$ cat src/rtl/dm_sig_monitor_if.sv
// Bus bundle for dm_sig_monitor: snooped CPU data-memory writes, the dump read port
// and the ready/valid dump stream. The monitor uses the master side.
interface dm_sig_monitor_if #(
  parameter int DATA_W = 32,
  parameter int ADDR_W = 10
);
  logic              dm_we;
  logic [ADDR_W-1:0] dm_addr;
  logic [DATA_W-1:0] dm_wdata;
  logic              rd_en;
  logic [ADDR_W-1:0] rd_addr;
  logic [DATA_W-1:0] rd_data;
  logic              dump_valid;
  logic              dump_ready;
  logic [ADDR_W-1:0] dump_idx;
  logic [DATA_W-1:0] dump_data;

  modport master (
    input  dm_we, dm_addr, dm_wdata, rd_data, dump_ready,
    output rd_en, rd_addr, dump_valid, dump_idx, dump_data
  );

  modport slave (
    output dm_we, dm_addr, dm_wdata, rd_data, dump_ready,
    input  rd_en, rd_addr, dump_valid, dump_idx, dump_data
  );
endinterface

$ cat src/rtl/dm_sig_monitor.sv
// Watches CPU data-memory writes for a completion signature, then halts the CPU and
// streams a window of data memory out over a ready/valid port; times out otherwise.
module dm_sig_monitor #(
  parameter int                DATA_W     = 32,
  parameter int                ADDR_W     = 10,
  parameter int unsigned       SIG_ADDR   = 20,
  parameter logic [DATA_W-1:0] SIG_VALUE  = 32'hABCD0000,
  parameter int unsigned       DUMP_BASE  = 0,
  parameter int unsigned       DUMP_COUNT = 20,
  parameter int unsigned       TIMEOUT    = 100000,
  parameter int                CNT_W      = 32
) (
  input  logic                 clk,
  input  logic                 rst,
  dm_sig_monitor_if.master     bus,
  input  logic [31:0]          pc,
  output logic                 halt,
  output logic                 done,
  output logic                 pass,
  output logic                 timed_out,
  output logic [CNT_W-1:0]     cycle_cnt,
  output logic [CNT_W-1:0]     instr_cnt
);

  typedef enum logic [2:0] {
    ARMED,
    READ,
    WAIT,
    PRESENT,
    DONE
  } state_t;

  state_t            state;
  state_t            next_state;
  logic [ADDR_W-1:0] idx;
  logic [ADDR_W-1:0] next_idx;
  logic [31:0]       pc_q;
  logic              hit;
  logic              timeout_hit;
  logic              last_word;
  logic              set_pass;
  logic              set_timeout;

  assign hit         = bus.dm_we && (bus.dm_addr == ADDR_W'(SIG_ADDR)) && (bus.dm_wdata == SIG_VALUE);
  assign timeout_hit = (TIMEOUT != 0) && (cycle_cnt == CNT_W'(TIMEOUT - 1));
  assign last_word   = (idx == ADDR_W'(DUMP_COUNT - 1));

  assign halt = (state != ARMED);
  assign done = (state == DONE);

  always_ff @(posedge clk) begin
    if (rst) begin
      state         <= ARMED;
      idx           <= '0;
      pc_q          <= '0;
      cycle_cnt     <= '0;
      instr_cnt     <= '0;
      bus.dump_data <= '0;
      bus.dump_idx  <= '0;
      pass          <= 1'b0;
      timed_out     <= 1'b0;
    end else begin
      state <= next_state;
      idx   <= next_idx;
      pc_q  <= pc;
      // Counters only run while armed, so they freeze from the first cycle after a hit or timeout.
      if (state == ARMED) begin
        if (cycle_cnt != '1) begin
          cycle_cnt <= cycle_cnt + CNT_W'(1);
        end
        if ((pc != pc_q) && (instr_cnt != '1)) begin
          instr_cnt <= instr_cnt + CNT_W'(1);
        end
      end
      if (state == WAIT) begin
        bus.dump_data <= bus.rd_data;
        bus.dump_idx  <= idx;
      end
      if (set_pass) begin
        pass <= 1'b1;
      end
      if (set_timeout) begin
        timed_out <= 1'b1;
      end
    end
  end

  always_comb begin
    next_state     = state;
    next_idx       = idx;
    bus.rd_en      = 1'b0;
    bus.rd_addr    = '0;
    bus.dump_valid = 1'b0;
    set_pass       = 1'b0;
    set_timeout    = 1'b0;
    unique case (state)
      ARMED: begin
        // A hit outranks a timeout landing on the same cycle.
        if (hit) begin
          next_idx = '0;
          if (DUMP_COUNT == 0) begin
            next_state = DONE;
            set_pass   = 1'b1;
          end else begin
            next_state = READ;
          end
        end else if (timeout_hit) begin
          next_state  = DONE;
          set_timeout = 1'b1;
        end
      end
      READ: begin
        bus.rd_en   = 1'b1;
        bus.rd_addr = ADDR_W'(DUMP_BASE) + idx;
        next_state  = WAIT;
      end
      WAIT: begin
        next_state = PRESENT;
      end
      PRESENT: begin
        bus.dump_valid = 1'b1;
        if (bus.dump_ready) begin
          if (last_word) begin
            next_state = DONE;
            set_pass   = 1'b1;
          end else begin
            next_idx   = idx + ADDR_W'(1);
            next_state = READ;
          end
        end
      end
      DONE: begin
        next_state = DONE;
      end
      default: begin
        next_state = ARMED;
      end
    endcase
  end

endmodule

$ cat src/flat_wrapper.sv
// flat-port wrapper written by rule: the top's interface ports become plain ports
module dm_sig_monitor_flat 
#(
  parameter int                DATA_W     = 32,
  parameter int                ADDR_W     = 10,
  parameter int unsigned       SIG_ADDR   = 20,
  parameter logic [DATA_W-1:0] SIG_VALUE  = 32'hABCD0000,
  parameter int unsigned       DUMP_BASE  = 0,
  parameter int unsigned       DUMP_COUNT = 20,
  parameter int unsigned       TIMEOUT    = 100000,
  parameter int                CNT_W      = 32
)
  (clk, rst, pc, halt, done, pass, timed_out, cycle_cnt, instr_cnt, bus_dm_we, bus_dm_addr, bus_dm_wdata, bus_rd_data, bus_dump_ready, bus_rd_en, bus_rd_addr, bus_dump_valid, bus_dump_idx, bus_dump_data);
  dm_sig_monitor_if #(.DATA_W(DATA_W), .ADDR_W(ADDR_W)) bus_i ();
  input  logic clk;
  input  logic rst;
  input  logic [31:0] pc;
  output logic halt;
  output logic done;
  output logic pass;
  output logic timed_out;
  output logic [CNT_W-1:0] cycle_cnt;
  output logic [CNT_W-1:0] instr_cnt;
  input wire logic [$bits(bus_i.dm_we)-1:0] bus_dm_we;
  input wire logic [$bits(bus_i.dm_addr)-1:0] bus_dm_addr;
  input wire logic [$bits(bus_i.dm_wdata)-1:0] bus_dm_wdata;
  input wire logic [$bits(bus_i.rd_data)-1:0] bus_rd_data;
  input wire logic [$bits(bus_i.dump_ready)-1:0] bus_dump_ready;
  output wire logic [$bits(bus_i.rd_en)-1:0] bus_rd_en;
  output wire logic [$bits(bus_i.rd_addr)-1:0] bus_rd_addr;
  output wire logic [$bits(bus_i.dump_valid)-1:0] bus_dump_valid;
  output wire logic [$bits(bus_i.dump_idx)-1:0] bus_dump_idx;
  output wire logic [$bits(bus_i.dump_data)-1:0] bus_dump_data;
  assign bus_i.dm_we = bus_dm_we;
  assign bus_i.dm_addr = bus_dm_addr;
  assign bus_i.dm_wdata = bus_dm_wdata;
  assign bus_i.rd_data = bus_rd_data;
  assign bus_i.dump_ready = bus_dump_ready;
  assign bus_rd_en = bus_i.rd_en;
  assign bus_rd_addr = bus_i.rd_addr;
  assign bus_dump_valid = bus_i.dump_valid;
  assign bus_dump_idx = bus_i.dump_idx;
  assign bus_dump_data = bus_i.dump_data;
  dm_sig_monitor #(.DATA_W(DATA_W), .ADDR_W(ADDR_W), .SIG_ADDR(SIG_ADDR), .SIG_VALUE(SIG_VALUE), .DUMP_BASE(DUMP_BASE), .DUMP_COUNT(DUMP_COUNT), .TIMEOUT(TIMEOUT), .CNT_W(CNT_W)) u_core (.clk(clk), .rst(rst), .bus(bus_i), .pc(pc), .halt(halt), .done(done), .pass(pass), .timed_out(timed_out), .cycle_cnt(cycle_cnt), .instr_cnt(instr_cnt));
endmodule
$ cat config.mk
export PLATFORM = sky130hd
export DESIGN_NAME = dm_sig_monitor_flat
export DESIGN_NICKNAME = d
export VERILOG_FILES = /design/src/rtl/dm_sig_monitor_if.sv /design/src/rtl/dm_sig_monitor.sv /design/src/flat_wrapper.sv
export SDC_FILE = /design/constraint.sdc
export NUM_CORES = 1
export LEC_CHECK = 0
export BUFFER_PORTS_ARGS = -buffer_cell sky130_fd_sc_hd__buf_2
export CAP_MARGIN = 25
export CORE_UTILIZATION = 41
export DETAILED_ROUTE_END_ITERATION = 6
export HOLD_SLACK_MARGIN = 0.03
export PLACE_DENSITY = 0.74
export REMOVE_ABC_BUFFERS = 1
export SLEW_MARGIN = 20
export SYNTH_ARGS = -nofsm -noshare
export SYNTH_HDL_FRONTEND = slang
export SYNTH_SLANG_ARGS = --single-unit
$ cat constraint.sdc
create_clock -name clk -period 2.15 [get_ports clk]
set_clock_uncertainty 0.05 [all_clocks]
set_input_delay 0.43 -clock clk [delete_from_list [all_inputs] [get_ports clk]]
set_output_delay 0.43 -clock clk [all_outputs]
set_load 0.1 [all_outputs]
* After elaboration in Yosys (flattened, before gate mapping) *
Cells that the tools add are included.

storage, ports and cells
  register bits after elaboration = 153
  input port bits = 110
  output and inout bits = 122

cells by class
  add/sub/neg operators = 3
  eq/ne operators = 15
  muxes and demuxes = 18
  reduce and logical (&&, ||, !) cells = 10

operator list
  kind                   count
  $add 32x1->32 const B  2
  $ne 32x32->1 const B   2
  $mux 10                4
  $eq 32x17->1 const B   1
  $eq 32x32->1 const B   1
  $ne 32x32->1           1
  $eq 10x5->1 const B    2
  $pmux 10 s2            1
  $pmux 3 s5             1
  $mux 3                 4
  $add 10x1->10 const B  1
  $mux 1                 8
  $eq 3x2->1 const B     2
  $reduce_and 2->1       3
  $ne 2x2->1 const B     2
  $reduce_and 4->1       1
  $eq 3x1->1 const B     1
  $eq 3x3->1 const B     1
  $logic_and 1x1->1      3
  $logic_not 3->1        1
  $ne 3x1->1 const B     1
  $reduce_bool 3->1      1
  $ne 2x1->1 const B     1
  $reduce_bool 2->1      1

* Logic depth before layout (Yosys ltp) *
Gate-level depths: netlist of run 1.

  word-level depth = 5
  gate-level depth with buffers = 9
  mapped depth without buffers = 7

* Least setup slack after synthesis of run 1 *
No wires, ideal clock.

  path kind = reg-to-output
  start = register u_core.state[0]
  end = output port bus_rd_addr[0]
  arrival time = 2681 ps
  required time = 1670 ps
  slack = -1011 ps
  stages on the path, launching flop included = 5
  path buffers = 2
  path through = dfxtp_1 > clkbuf_1 > nor3b_1 > clkbuf_1 > and2_1

on the way
  word-level cells in the longest chain between the ends = 2

RTL lines
  what                    RTL line              RTL
  from (decl)             dm_sig_monitor.sv:33  state_t state;
  from (signal assigned)  dm_sig_monitor.sv:63  state <= next_state;
  $eq 3x1->1              dm_sig_monitor.sv:96  unique case (state)
  $mux 10                 dm_sig_monitor.sv:96
  to (decl)               flat_wrapper.sv:30    output wire logic [$bits(bus_i.rd_addr)-1:0] bus_rd_addr;

No other way between the ends.

* Worst setup path in the final report of run 1 *
  start = register u_core.state[2]
  end = output port bus_rd_addr[2]

Same word-level chain as after synthesis.

==> run summary, run 1 <==
The number of levels the H-tree was split into was 4; the post-route antenna net violation count was 0. For this run, the share of the core covered by cells in the final layout is 59.48%. The floorplan step defined a core boundary enclosing 16640 sq um. The number of antenna diodes in the final layout is 0. The floorplan step set the die height to 132.8 um. Grouping stages by cell kind, the critical path spends the most delay in buffers and inverters. The largest single stage delay on the critical path is 0.36 ns.

In the routed layout, each cell is associated on average with a via count of 5.199. During synthesis, Yosys emitted a total of 0 warnings. The worst-case IR drop observed on VDD is 608.7 uV.

The peak fanout along the critical path came out at 7. STA classifies the critical path endpoint as an output pin. Walking the worst path, the cells encountered are buf_6 -> nor3b_4 -> buf_6 -> and2_4 -> buf_12. 232 I/O pins were placed.

In this run the horizontal extent of the chip is 132.8 um. The initial utilization of the core area, before any placement, comes to 42.14%. Once placement completed, the tool counted placed cells totaling 1319. Biggest area consumer among synthesized cells: sky130_fd_sc_hd__dfxtp_1. Final-stage net count: 1236. The final reports fail on setup timing. The synthesized design contains 153 register bits.

For this design, the slowest cell found on the critical path is sky130_fd_sc_hd__dfxtp_4. The run gives 1.67 ns as the critical path required time. The first detailed-routing pass took 4 iterations. TritonCTS built the clock tree. For the final count of hold timing violations, the log shows 0. The global-route usage over all layers came out at 21.41%. The clock latency on the worst-skew pair is 0.42 ns. The path class of the lowest-slack min-delay path is primary input to register. The initial DRC count is 343, and the floorplan die area is 17630 sq um. Input and output buffers added on the ports amount to 231.

The tightest hold path in the finished design has a slack of 0.1890 ns. Relative to the synthesized area, the layout overhead comes to 41.16%. Sorting the synthesized cells by area gives the leading types as sky130_fd_sc_hd__dfxtp_1 (44%), sky130_fd_sc_hd__nand2_1 (6.2%), sky130_fd_sc_hd__xnor2_1 (5.5%), sky130_fd_sc_hd__a21oi_1 (4.9%), sky130_fd_sc_hd__nor2b_1 (4.4%). After clock tree synthesis, the clock-pin slew on the worst setup and hold paths is 0.07 ns. Setup repair after global routing could not meet its margin everywhere. The most used flip-flop cell after synthesis is sky130_fd_sc_hd__dfxtp_1.

The synthesized area divided by synthesized cell count is 8.419 sq um, and the top cell type's share of synthesized area is 43.68%. The worst-margin pin slew works out to 0.7266 ns. Root cell of the clock tree: sky130_fd_sc_hd__clkbuf_16. The routed layout has 7050 vias. The total number of placement rows was 47; the time the final worst path needs with I/O delays and setup was 2.150 ns.

After detailed routing, the total wire length is 19140 um. The logs give 0 for the initial antenna violation count and 13580 um for the half-perimeter wire length of the detailed placement result. The count of mapped cells out of synthesis was 833; the number of buffers created by CTS was 17. Of the cells placed in the final design, the portion with a size suffix greater than 1 is 36.09%. The run gives 51.56% as the worst max-slew margin expressed relative to the limit. The maximum number of pins on one net before global-route repair was 75; the final RePlAce weighted congestion was 0.8402. The total setup violations reported at the end of the flow is 1, and the number of global-route vias before repair is 6549. For this run, the top clock speed supported by timing is 465.1 MHz.

For this run, the register share of the synthesized area comes to 43.68%. The post-route non-filler standard cell count is 1356. In this run, synthesis inferred 0 flip-flops with an integrated enable. In this run the register-to-register setup slack is 0.05 ns. Counting along the longest clock path gives a buffer depth of 2. The flow ran to the end, but the final reports show violations. After synthesis, the share of flip-flops with an asynchronous set or reset is 0%. The data arrival time of the worst path was 1.67 ns; the post-synthesis cell type count was 49. The run gives 4.169 nW as the leakage power. The period utilization is 100.0%, and the global-route wire length before repair is 30880 um. In this run the cell area of the synthesized design comes to 7013 sq um. The count of buffer and inverter cells on the critical path is 3.

The average wire length per cell after detail routing was 14.12 um; the number of sinks driven by the clock tree was 153. The final critical-path setup slack is -0.0001302 ns, and the final-report max-slew violation count is 0. STA classifies the critical path startpoint as a register. The DRC violation count after routing is 0.

Most frequent cell on the critical path: sky130_fd_sc_hd__buf_6. Max-cap violations in this run came to 0. Summed over all layers, the global routing overflow is 0. Dividing total power by cell area gives a power density of 763.1 nW/um^2.

The worst setup path is of the register to output pin kind.
-- sequential cells by signal (all words and copies together), names as in the netlist --
signal	cells
u_core.bus.dump_data	32
u_core.cycle_cnt	32
u_core.instr_cnt	32
u_core.pc_q	32
u_core.bus.dump_idx	10
u_core.idx	10
u_core.state	3
u_core.pass	1
u_core.timed_out	1
-- synthesized netlist by cell type, types with 7 or more instances --
| cell | count |
|---|---|
| sky130_fd_sc_hd__dfxtp_1 | 153 |
| sky130_fd_sc_hd__o31ai_1 | 14 |
| sky130_fd_sc_hd__xor2_1 | 11 |
| sky130_fd_sc_hd__clkbuf_1 | 40 |
| sky130_fd_sc_hd__mux2_2 | 15 |
| sky130_fd_sc_hd__nand2_1 | 116 |
| sky130_fd_sc_hd__o21ai_0 | 8 |
| sky130_fd_sc_hd__nor2_1 | 66 |
| sky130_fd_sc_hd__nand3_1 | 39 |
| sky130_fd_sc_hd__xnor2_1 | 44 |
| sky130_fd_sc_hd__and4_1 | 12 |
| sky130_fd_sc_hd__nand4_1 | 32 |
| sky130_fd_sc_hd__nor2b_1 | 49 |
| sky130_fd_sc_hd__nor4_1 | 16 |
| sky130_fd_sc_hd__nor4b_1 | 10 |
| sky130_fd_sc_hd__nor3_1 | 26 |
| sky130_fd_sc_hd__and3_1 | 12 |
| sky130_fd_sc_hd__buf_2 | 7 |
| sky130_fd_sc_hd__a311oi_1 | 7 |
| sky130_fd_sc_hd__or4_1 | 17 |
| sky130_fd_sc_hd__a21oi_1 | 69 |
| sky130_fd_sc_hd__and2_1 | 14 |
-- repair_timing --
item                                    CTS  global route
pin swaps                                 1             7
gates cloned                              1             0
gates resized for setup                  19            25
endpoints found under the setup margin   19            45
hold buffers                              0             0
buffers inserted                          2             2
-- cell type report --
class / count / area (sq um)
clock buffer: 17 / 425.4
clock inverter: 15 / 171.4
fill: 1465 / 6743
inverter: 6 / 22.52
multi-input combinational: 623 / 3830
sequential: 153 / 3072
tap: 220 / 275.3
timing repair buffer: 322 / 2103
-- placed cells by master (no fill, tap or decap), types with 4 or more instances in the layout --
cell type                   instances
sky130_fd_sc_hd__xnor2_1           44
sky130_fd_sc_hd__nor2b_1           49
sky130_fd_sc_hd__clkbuf_16         17
sky130_fd_sc_hd__nor4b_1            7
sky130_fd_sc_hd__o21ai_0            8
sky130_fd_sc_hd__and4_1            11
sky130_fd_sc_hd__nand2b_1           4
sky130_fd_sc_hd__dfxtp_1          148
sky130_fd_sc_hd__nand3_1           38
sky130_fd_sc_hd__inv_6              5
sky130_fd_sc_hd__nor4_1            15
sky130_fd_sc_hd__nor3_1            25
sky130_fd_sc_hd__buf_4             82
sky130_fd_sc_hd__and2_4            11
sky130_fd_sc_hd__a311oi_1           7
sky130_fd_sc_hd__buf_6              7
sky130_fd_sc_hd__and3_1            11
sky130_fd_sc_hd__a31oi_1            5
sky130_fd_sc_hd__or4_1             17
sky130_fd_sc_hd__xor2_1            11
sky130_fd_sc_hd__nor2_1            66
sky130_fd_sc_hd__buf_2            216
sky130_fd_sc_hd__nand4_1           32
sky130_fd_sc_hd__buf_12            16
sky130_fd_sc_hd__mux2_2            15
sky130_fd_sc_hd__dfxtp_2            4
sky130_fd_sc_hd__nand2_1          115
sky130_fd_sc_hd__a21oi_1           69
sky130_fd_sc_hd__inv_8              5
sky130_fd_sc_hd__inv_1              6
sky130_fd_sc_hd__o31ai_1           14
sky130_fd_sc_hd__or3_1              6
-- metrics by stage --
| step | setup slack (ns) | TNS, ns | total power [mW] | instance area [sq um] |
|---|---|---|---|---|
| floorplan | -2.364 | -110.51 | 4.025 | 6798 |
| global placement | -0.06332 | -0.1784 | 4.524 | 9112 |
| detailed placement | -0.1073 | -0.6769 | 4.547 | 9112 |
| CTS | 0.004607 | 0 | 7.609 | 9787 |
| global route | -0.07355 | -0.5638 | 7.852 | 9899 |
| finish | -0.0001302 | -0.0001302 | 7.555 | 9899 |
-- power breakdown --
part | switching, mW | leakage [nW] | internal (mW)
logic | 1.09 | 2.63 | 0.452
registers | 0.0588 | 1.25 | 2.94
clock network | 1.35 | 0.292 | 1.66
-- tightest hold or removal path: stages --
cell                      delay [ns]
sky130_fd_sc_hd__buf_2          0.10
sky130_fd_sc_hd__nand2_1        0.04
sky130_fd_sc_hd__a21oi_1        0.05
-- per-layer routing --
metal	GRT usage, %	part of all wire [%]	vias to the layer above
met5	0	0	-
met4	8.174	1.7	0
met3	3.602	4.9	27
met2	38.07	50	226
met1	25.63	43	3272
li1	-	-	3525
-- cells by family after synthesis --
family,synth area share [%]
AND/OR/NAND/NOR,32.90
flip-flops,43.68
AO/OA/AOI/OAI,9.652
buffers and inverters,3.390
XOR/XNOR,6.869
multiplexers,2.979
adder cells (fa/ha/maj),0.5353
-- final timing paths --
path / from / to / depth (start not counted)
worst max-delay path: u_core.state[2]$_SDFFE_PP0P_ / bus_rd_addr[2] / 5
worst max register to register: u_core.cycle_cnt[7]$_SDFFE_PP0P_ / u_core.cycle_cnt[27]$_SDFFE_PP0P_ / 6
worst min register to register: u_core.bus.dump_data[26]$_SDFFE_PP0N_ / u_core.bus.dump_data[26]$_SDFFE_PP0N_ / 2
worst min-delay path: bus_rd_data[12] / u_core.bus.dump_data[12]$_SDFFE_PP0N_ / 3
(Power assumes the default switching activity.)
==> run 2, diff against run 1 <==
REMOVE_ABC_BUFFERS = default   (was 1)
==> run summary, run 2 (same netlist as run 1, synthesis figures left out) <==
The flow ran to the end, and the final reports show no timing, DRC or antenna violations. By startpoint and endpoint, the worst setup path is classified as register to output pin. The multi-input logic area is 3825 sq um (-0.13%), and the worst-margin pin slew is 0.7803 ns (+0.05370 ns). The run gives 5 (+1) as the number of detailed-routing iterations run before antenna repair.

The total power density per cell area was 777.9 nW/um^2 (+1.9%); the half-perimeter wire length of the detailed placement result was 13490 um (-0.67%). Worst max-slew margin expressed relative to the limit: 47.98% (-3.6 points). The clock share of power was 41.7% (+1.8 points).

The maximum buffer depth of the clock tree is 2 (unchanged). Setup repair after global routing could not meet its margin everywhere. The total length of routed wires is 19050 um (-0.51%), and the cell-internal power is 5.377 mW (+6.3%). The max-cap check violation count was 0 (unchanged). Final core area utilization: 59.57% (+0.083 points). The count of buffer and inverter cells on the critical path works out to 3 (unchanged).

Broken down by cell family, the worst path's largest delay share belongs to buffers and inverters. Net switching power of the design: 2.335 mW (-6.4%). In this design, the critical path's most frequently occurring cell is sky130_fd_sc_hd__buf_6. The number of buffers created by CTS is 17 (unchanged), and the average wire length per cell after detail routing is 14.34 um (+1.6%). The path class of the lowest-slack min-delay path is primary input to register. The peak fanout along the critical path is 6 (-1), and the maximum vdd drop is 589.5 uV (-3.2%).

Walking the worst path, the cells encountered are buf_6 -> nor3b_4 -> buf_6 -> and2_4 -> buf_12. For the number of sinks driven by the clock tree, the log shows 153 (unchanged). The final-stage net count came out at 1207 (-2.3%).

The tools report the root cell of the clock tree as sky130_fd_sc_hd__clkbuf_16. For the via count, the log shows 6996 (-0.77%). The met2 track utilization from global routing is 36.42% (-1.7 points), and the synthesis-to-finish area growth is 41.36%. The tools report the initial core utilization as 42.14% (unchanged). The DRC violation count after routing is 0 (unchanged). The global routing stage identified its most utilized layer as met2. The clock latency on the worst-skew pair came out at 0.42 ns (about the same).

The category of the worst setup path launch point was a register. The endpoint kind of the worst setup timing path is an output pin. The overflow left after global routing came out at 0 (unchanged). Global routing usage on met3: 3.946% (+0.34 points).

The data arrival time of the worst path came out at 1.65 ns (-0.02 ns). The largest individual stage delay along the critical path comes from the cell sky130_fd_sc_hd__dfxtp_2. The fill cell instance count of the final layout came out at 1467 (+0.14%). The tools report the initial antenna violation count as 1 (+1). The detail-routed via count per cell was 5.268 (+1.3%). The time the final worst path needs with I/O delays and setup is 2.126 ns (-0.02439 ns), and the post-route worst hold slack is 0.2016 ns (+0.01263 ns).

The global-route wire length before repair came out at 30550 um (-1.1%). The final RePlAce weighted congestion was 0.8724 (+3.8%); the leakage power was 4.083 nW (-2.1%). In the layout the commonest cells are sky130_fd_sc_hd__buf_2 (216), sky130_fd_sc_hd__nand2_1 (115), sky130_fd_sc_hd__dfxtp_1 (86), sky130_fd_sc_hd__a21oi_1 (68), sky130_fd_sc_hd__nor2_1 (66).

The floorplan die area is 17630 sq um (unchanged), and the fmax is 470.4 MHz (+1.1%). The final-report max-slew violation count was 0 (unchanged); the critical path required time was 1.67 ns (about the same). The post-route antenna net violation count was 0 (unchanged). Die span in x: 132.8 um (unchanged). The count of hold-fix buffers inserted at cts is 0 (unchanged), and the global-route usage over all layers is 21.40% (about the same). The tools report the maximum number of pins on one net before global-route repair as 75 (unchanged). The final count of hold timing violations was 0 (unchanged). The number of buffers inserted by port buffering works out to 231 (unchanged).

Leaving out fill and tap cells, the most frequent cell in the layout is sky130_fd_sc_hd__buf_2. For the core outline area, the log shows 16640 sq um (unchanged). The total setup violations reported at the end of the flow was 0 (-1).

The power share of the sequential group is 38.9% (-0.8 points), and the period utilization is 98.87% (-1.1 points). The proportion of power drawn by combinational gates came out at 19.4% (-1.0 points). The tools report the number of global-route vias before repair as 6345 (-3.1%). The global routing met1 resource utilization was 26.55% (+0.91 points). The height of the die came out at 132.8 um (unchanged). TritonCTS built the clock tree. The delay contributed by the slowest stage of the critical path was 0.34 ns (-0.02 ns); the net switching share of the total power was 30.28% (-2.8 points).

The tools report the number of levels the H-tree was split into as 4 (unchanged). The fraction of final layout cells with drive strength greater than 1 is 40.29% (+4.2 points), and the post-synthesis net count is 946. The total number of placement rows was 47 (unchanged); the clock slew at the register clock pins of the worst setup and hold paths was 0.06 ns (about the same).

The logs give 232 (unchanged) for the number of placed I/O pins and 398 (+16%) for the initial DRC count. The sequential cell area in the final layout is 3239 sq um (+5.5%).
==> run 2: final cells by class <==
cell class | instances | share of cell area (%)
antenna | 1 | 0.02524
timing repair buffer | 293 | 19.24
multi-input combinational | 623 | 38.58
sequential | 153 | 32.68
clock inverter | 13 | 1.906
tap | 220 | 2.777
clock buffer | 19 | 4.569
inverter | 6 | 0.2272
==> run 2: final timing paths <==
check                                                     startpoint                               endpoint  slack [ns]  cells past startpoint
worst max-delay path                    u_core.state[2]$_SDFFE_PP0P_                         bus_rd_addr[4]        0.02                      5
worst min-delay path                                 bus_rd_data[19]  u_core.bus.dump_data[19]$_SDFFE_PP0N_        0.20                      3
worst max register to register     u_core.instr_cnt[22]$_SDFFE_PP0P_       u_core.instr_cnt[8]$_SDFFE_PP0P_        0.07                      7
worst min register to register  u_core.bus.dump_data[8]$_SDFFE_PP0N_   u_core.bus.dump_data[8]$_SDFFE_PP0N_        0.40                      2
==> run 2: power by group through the flow <==
stage | clock network (mW) | registers (mW) | logic, mW
after floorplan | 0 | 3.55 | 0.553
after global placement | 0 | 3.06 | 1.45
after detailed placement | 0 | 3.06 | 1.46
after CTS | 3.30 | 3.00 | 1.47
after global routing | 3.43 | 3.01 | 1.59
final | 3.22 | 3.00 | 1.50
==> run 2: per-layer routing <==
layer  vias up  share of wire [%]
li1       3463                  -
met1      3239                 43
met2       270                 49
met3        24                6.1
met4         0                1.7
met5         -                  0
==> run 2: through the flow <==
step	std cells	power, mW	setup WS [ns]	area (sq um)	setup TNS (ns)
global placement	1287	4.503	-0.02007	9116	-0.09468
floorplan	833	4.100	-0.1635	7247	-1.907
finish	1328	7.712	0.02426	9913	0
detailed placement	1287	4.517	-0.08133	9116	-0.6465
CTS	1321	7.769	-0.0006225	9792	-0.0008831
global route	1328	8.029	-0.01973	9913	-0.1127
==> run 2: worst min-delay path, stage by stage <==
cell	delay (ns)
sky130_fd_sc_hd__buf_2	0.09
sky130_fd_sc_hd__nand2_1	0.04
sky130_fd_sc_hd__a21oi_1	0.05
==> run 2: what timing repair did <==
action / 4_1_cts / 5_1_grt
gates cloned: 1 / 0
pin swaps: 1 / 6
gates resized for setup: 7 / 21
setup buffers: 1 / 6
setup endpoints to repair: 10 / 29
